==> src/rtl/team_06_audio_pkg.sv <==
// Shared audio-path types and constants for the volume shifter and PWM output stage.
package team_06_audio_pkg;

    localparam int DEFAULT_PWM_BITS = 8;

    typedef logic [DEFAULT_PWM_BITS-1:0] sample_t;

    localparam sample_t SILENCE = '0;

endpackage

==> src/rtl/team_06_pwm_timebase.sv <==
// PWM timebase: counts clocks within a frame and frames within a sample period.
// Strobes are combinational from the counters; the counters are held at zero while disabled.
module team_06_pwm_timebase
    import team_06_audio_pkg::*;
#(
    parameter int PWM_BITS          = DEFAULT_PWM_BITS,
    parameter int FRAMES_PER_SAMPLE = 4
) (
    input  logic                clk,
    input  logic                rst,
    input  logic                enable,
    output logic [PWM_BITS-1:0] pwm_cnt,
    output logic                frame_wrap,
    output logic                boundary
);

    localparam logic [PWM_BITS-1:0] CNT_MAX    = '1;
    localparam logic [PWM_BITS-1:0] CNT_ONE    = 1;
    localparam logic [3:0]          FRAME_LAST = 4'(FRAMES_PER_SAMPLE - 1);

    logic [3:0] frame_cnt;

    assign frame_wrap = enable & (pwm_cnt == CNT_MAX);
    assign boundary   = frame_wrap & (frame_cnt == FRAME_LAST);

    always_ff @(posedge clk or posedge rst) begin
        if (rst) begin
            pwm_cnt   <= '0;
            frame_cnt <= '0;
        end else if (!enable) begin
            pwm_cnt   <= '0;
            frame_cnt <= '0;
        end else begin
            pwm_cnt <= pwm_cnt + CNT_ONE;
            if (frame_wrap) begin
                frame_cnt <= (frame_cnt == FRAME_LAST) ? 4'd0 : frame_cnt + 4'd1;
            end
        end
    end

endmodule

==> src/rtl/team_06_pwm_audio_out.sv <==
// PWM audio output: one-entry sample buffer replayed for FRAMES_PER_SAMPLE PWM frames per sample.
// pwm_out lags pwm_cnt by one clock; sample_ready is low while the buffer holds an unplayed sample.
module team_06_pwm_audio_out
    import team_06_audio_pkg::*;
#(
    parameter int PWM_BITS          = DEFAULT_PWM_BITS,
    parameter int FRAMES_PER_SAMPLE = 4
) (
    input  logic                clk,
    input  logic                rst,
    input  logic                enable,
    input  logic [PWM_BITS-1:0] sample_in,
    input  logic                sample_valid,
    output logic                sample_ready,
    output logic                sample_req,
    output logic                pwm_out,
    output logic                underrun,
    input  logic                underrun_clr
);

    localparam logic [PWM_BITS-1:0] IDLE = PWM_BITS'(SILENCE);

    logic [PWM_BITS-1:0] pwm_cnt;
    logic [PWM_BITS-1:0] next_sample;
    logic [PWM_BITS-1:0] active_sample;
    logic                next_full;
    logic                next_full_nxt;
    logic                ready_q;
    logic                frame_wrap;
    logic                boundary;
    logic                transfer;

    team_06_pwm_timebase #(
        .PWM_BITS          (PWM_BITS),
        .FRAMES_PER_SAMPLE (FRAMES_PER_SAMPLE)
    ) u_timebase (
        .clk        (clk),
        .rst        (rst),
        .enable     (enable),
        .pwm_cnt    (pwm_cnt),
        .frame_wrap (frame_wrap),
        .boundary   (boundary)
    );

    // Ready is registered so it is low throughout reset regardless of enable.
    assign sample_ready = ready_q;
    assign sample_req   = boundary;
    assign transfer     = sample_valid & ready_q;

    always_comb begin
        next_full_nxt = next_full;
        if (!enable) begin
            next_full_nxt = 1'b0;
        end else begin
            if (boundary && next_full) begin
                next_full_nxt = 1'b0;
            end
            if (transfer) begin
                next_full_nxt = 1'b1;
            end
        end
    end

    always_ff @(posedge clk or posedge rst) begin
        if (rst) begin
            next_full     <= 1'b0;
            next_sample   <= IDLE;
            active_sample <= IDLE;
            ready_q       <= 1'b0;
            pwm_out       <= 1'b0;
            underrun      <= 1'b0;
        end else begin
            next_full <= next_full_nxt;
            ready_q   <= enable & ~next_full_nxt;

            if (!enable) begin
                active_sample <= IDLE;
            end else if (boundary && next_full) begin
                active_sample <= next_sample;
            end

            if (enable && transfer) begin
                next_sample <= sample_in;
            end

            pwm_out <= enable & (pwm_cnt < active_sample);

            // A fresh underrun beats a simultaneous clear.
            if (boundary && !next_full) begin
                underrun <= 1'b1;
            end else if (underrun_clr) begin
                underrun <= 1'b0;
            end
        end
    end

    boundary_on_frame_wrap: assert property (@(posedge clk) disable iff (rst) boundary |-> frame_wrap);

endmodule

==> config.mk <==
export PLATFORM = sky130hd
export DESIGN_NAME = team_06_pwm_audio_out
export DESIGN_NICKNAME = d
export VERILOG_FILES = /design/src/rtl/team_06_audio_pkg.sv /design/src/rtl/team_06_pwm_timebase.sv /design/src/rtl/team_06_pwm_audio_out.sv
export SDC_FILE = /design/constraint.sdc
export NUM_CORES = 1
export LEC_CHECK = 0
export BUFFER_PORTS_ARGS = -buffer_cell sky130_fd_sc_hd__buf_2
export CAP_MARGIN = 15
export CORE_MARGIN = 2
export CORE_UTILIZATION = 57
export DETAILED_ROUTE_END_ITERATION = 8
export PLACE_DENSITY_LB_ADDON = 0.12
export SLEW_MARGIN = 10
export SYNTH_ARGS = -nofsm -noshare
export SYNTH_HDL_FRONTEND = slang
export SYNTH_SLANG_ARGS = --single-unit
export TNS_END_PERCENT = 100
==> constraint.sdc <==
create_clock -name clk -period 1.6 [get_ports clk]
set_input_delay 0.16 -clock clk [delete_from_list [all_inputs] [get_ports clk]]
set_output_delay 0.16 -clock clk [all_outputs]
set_load 0.01 [all_outputs]
Yosys cells after proc, flatten, opt, wreduce, memory -nomap -nowiden
Index checks and enable logic that the tools add are counted.

Register bits: 32. Logic and storage cells: 37.

Equal/unequal tests: 4. Add/sub/neg operators: 2. Magnitude comparators: 1. Bitwise gates (word level): 6. Muxes and demuxes: 11. Reductions and logical operators: 5.

Operators with widths (number): $mux W8 (3); $mux W4 (3); $add A8 B1 Y8 const B (1); $eq A8 B8 Y1 const B (1); $lt A8 B8 Y1 (1); $and A1 B1 Y1 (5); $mux W1 (5); $add A4 B1 Y4 const B (1); $eq A4 B2 Y1 const B (1); $ne A2 B1 Y1 const B (2); $logic_and A1 B1 Y1 (3); $reduce_bool A2 Y1 (1); $logic_not A1 Y1 (1); $not A1 Y1 (1).

Longest topological paths before layout
Word-level depth: 9. Depth in mapped cells: 5. Gate-level depth less buffers: 5.

Cells and area by module
A second synthesis with hierarchy kept.

Cells, all modules: 150. Area total of the unflattened synthesis: 1530.2 µm².

Modules (own cells, without submodules): team_06_pwm_audio_out (instances 1, area an instance 949.7 µm², sequential area each 500.5 µm², cells each 89); team_06_pwm_timebase (instances 1, area an instance 580.6 µm², sequential area each 300.3 µm², cells each 61).

Worst setup path after synthesis
OpenSTA, ideal clock, no wires.

Path type: register -> output. Start: register u_timebase.frame_cnt[0]. End: output port sample_req. Data arrival time: 1.324 ns. Path buffers: 0. Path slack: 0.116 ns. Required time: 1.440 ns. Cell stages (with the launch flop): 4. Cell sequence: dfrtp_1 > ha_1 > or3b_2 > nor4_1.

Longest elaborated chain between the ends: 2.

RTL lines: from (decl) (RTL line team_06_pwm_timebase.sv:21) `logic [3:0] frame_cnt;`; from (signal assigned) (RTL line team_06_pwm_timebase.sv:36) `frame_cnt <= (frame_cnt == FRAME_LAST) ? 4'd0 : frame_cnt + 4'd1;`; $eq A4 B2 Y1 (RTL line team_06_pwm_timebase.sv:24) `assign boundary = frame_wrap & (frame_cnt == FRAME_LAST);`; $and A1 B1 Y1 (RTL line team_06_pwm_timebase.sv:24); to (decl) (RTL line team_06_pwm_audio_out.sv:15) `output logic sample_req,`.

Every way passes these cells.

Final worst setup path
Same ends and word-level chain as after synthesis.

==> results.toml <==
[floorplan]
top_level_ports = 17
die_height_um = 57.0
fp.coreArea_um2 = 2710
die_width_um = 57.0
dieArea_um2 = 3250
std_cell_rows = 19
start_util_pct = 59.0

[routing]
drcViolationCount = 0
vias = 1190
wirelength_um = 3010
firstDrtPassIters = 4
wl_per_cell_um = 14.3
vias_per_cell = 5.67
drtIter0Drc = 65
ant_nets = 0

[placement]
portBuffers = 16
hpwlAfterDp_um = 2070
place.gp.congestion = 0.851
dp_slack_ns = -0.0629

[logic_synthesis]
synth_top_cell_by_area = "dfrtp_1"
yosys.area.top_type_share_pct = 50.1
synth_commonest_cells = "dfrtp_1, nand2_1, inv_1"
synth-edff-count = 0
ys_top_cells_by_area = "dfrtp_1, ha_1, mux2_2"
synthArstFlopShare_pct = 100
syn_area_um2 = 1600
ys_seq_area_share_pct = 50.1
ys.flop_type = "dfrtp_1"
yosysMostFrequentCell = "dfrtp_1"
synth_cells = 148
synth_nets = 170
ys_ff_latch = 32
synth_cell_types = 33
yosys_warnings = 0
syn_avg_cell_area_um2 = 10.8

[critical_path]
endpoint_kind = "primary output"
crit_path_start = "u_timebase.frame_cnt[0]"
worstReg2RegStart = "u_timebase.frame_cnt[0]"
reg2reg_setup_slack_ns = 0.02
start_kind = "flop"
cp_data_arrival_time_ns = 1.62
endpoint = "sample_req"
rr_endpoint = "next_full"
required_ns = 1.44
ff2ff_path_depth = 4
critPathKind = "reg2out"
crit_fanout = 2

[pwr]
leakage_nw = 0.923
power_density_nw_per_um2 = 922
peakVddDrop_mv = 0.717

[status]
outcome = "finished with violations"
violations = "setup timing"

[cts]
clkSinkCount = 32
clock_path_buffers = 2
tritoncts = "yes"
h-tree-depth = 2
numCtsBuffers = 5
clock-root-buffer = "clkbuf_4"
clk_pin_slew_ns = 0.11
clock_latency_ns = 0.34

[timing]
fin_skew_ns = 0.0161
fmax_mhz = 562
finalMaxSlewViolations = 0
setup-violations-final = 1
max_slew_margin_pct = 71.6
setup_ws_ns = -0.179
max_slew.worst_pin.slew_ns = 0.421
grt_setup_unrepaired = "yes"
finalCritPeriodShare_pct = 111
hold_viol_final = 0
min_period_ns = 1.78

[final_layout]
areaGrowthSynthToFinish_pct = 19.8
drive_above_1_share_pct = 27.9
antenna_cells = 0
nNetsFinal = 200
fin_util_pct = 70.7

[grt]
grt_antenna_before_repair = 0
grt_pass1_vias = 1224
grt_remaining_overflow = 0
grtUsageTotal_pct = 21.0
grt_pass1_wl_um = 5220
grt_start_max_net_pins = 33

[worst_hold_path]
min_path_type = "in2reg"

[job]
drv_cap = 0
[report_power, final]
| part | switching, W | internal [W] | leakage (nW) |
|---|---|---|---|
| clock | 0.000274 | 0.000415 | 0.0515 |
| combinational | 0.0000762 | 0.0000912 | 0.446 |
| sequential | 0.0000371 | 0.000874 | 0.425 |
| total | 0.000387 | 0.00138 | 0.923 |
[metal layers]
| metal | wire length, um | up-vias | global-route usage, % |
|---|---|---|---|
| met5 | 0 | - | 0 |
| li1 | - | 590 | - |
| met1 | 1320 | 565 | 26.3 |
| met2 | 1510 | 28 | 34.5 |
| met4 | 51 | 0 | 6.98 |
| met3 | 136 | 7 | 6.80 |
[flip-flops by register name, summed over array words and instances, names as in the netlist]
name,flops
sample_ready,1
active_sample,8
next_full,1
underrun,1
u_timebase.pwm_cnt,8
u_timebase.frame_cnt,4
pwm_out,1
next_sample,8
[cell families (layout without fill, tap and decap cells)]
family	after synthesis	count (layout)	share of synthesized area [%]
buf+inv	16	47	3.83
flops	32	32	50.1
simple gates	50	50	18.1
fa+ha+maj	9	9	7.04
mux	16	16	10.6
xor+xnor	3	3	1.64
compound gates	22	22	8.69
[cell usage in the layout (no fill, tap or decap), drive strengths merged, types with 3 or more instances in the layout]
| master | count |
|---|---|
| dfrtp | 32 |
| buf | 25 |
| nand2 | 20 |
| inv | 12 |
| ha | 9 |
| mux2 | 8 |
| mux2i | 8 |
| o21ai | 7 |
| clkbuf | 7 |
| a21oi | 6 |
| nand3 | 6 |
| nor2 | 4 |
| or3 | 3 |
| xnor2 | 3 |
| nand4 | 3 |
| nor4 | 3 |
[worst max-delay path, stage by stage, from the launching register on]
cell and delay (ns):
dfrtp_1 0.38, ha_2 0.19, or3b_4 0.39, nor4_2 0.14
buf_2 0.17
[worst min path at each step]
stage	startpoint	end	slack, ns	cells after the start
2_1_floorplan	underrun_clr	underrun	0.26	1
4_1_cts	sample_valid	sample_ready	0.02	2
5_1_grt	sample_valid	sample_ready	0.02	2
3_3_place_gp	rst	next_sample[6]	0.26	3
6_report	sample_valid	sample_ready	0.03	2
3_5_place_dp	rst	next_sample[6]	0.26	3
[final cells by class]
class	count	area, um^2
Sequential cell	32	801
Multi-Input combinational cell	100	768
Timing Repair Buffer	27	168
Inverter	12	45.0
Fill cell	204	795
Clock buffer	7	65.1
Clock inverter	1	30.0
Tap cell	31	38.8
[per-stage QoR]
| step | setup TNS, ns | total power (W) | area, um^2 | instances | hold slack (ns) |
|---|---|---|---|---|---|
| finish | -0.179 | 0.00177 | 1920 | 210 | 0.0266 |
| global route | -0.323 | 0.00184 | 1920 | 210 | 0.0248 |
| CTS | -0.209 | 0.00178 | 1890 | 210 | 0.0188 |
| detailed placement | -0.400 | 0.00109 | 1750 | 197 | 0.261 |
| global placement | -0.0236 | 0.00108 | 1750 | 197 | 0.256 |
| floorplan | 0 | 0.00103 | 1600 | 148 | 0.263 |
[what timing repair did]
action / CTS / global route
endpoints found under the hold margin: 33 / 0
endpoints found under the setup margin: 12 / 11
gates resized for setup: 3 / 4
gates cloned: 0 / 0
hold buffers: 2 / 0
pin swaps: 2 / 2
buffers inserted: 3 / 0
Note: power is estimated with default switching activity, not from simulation.
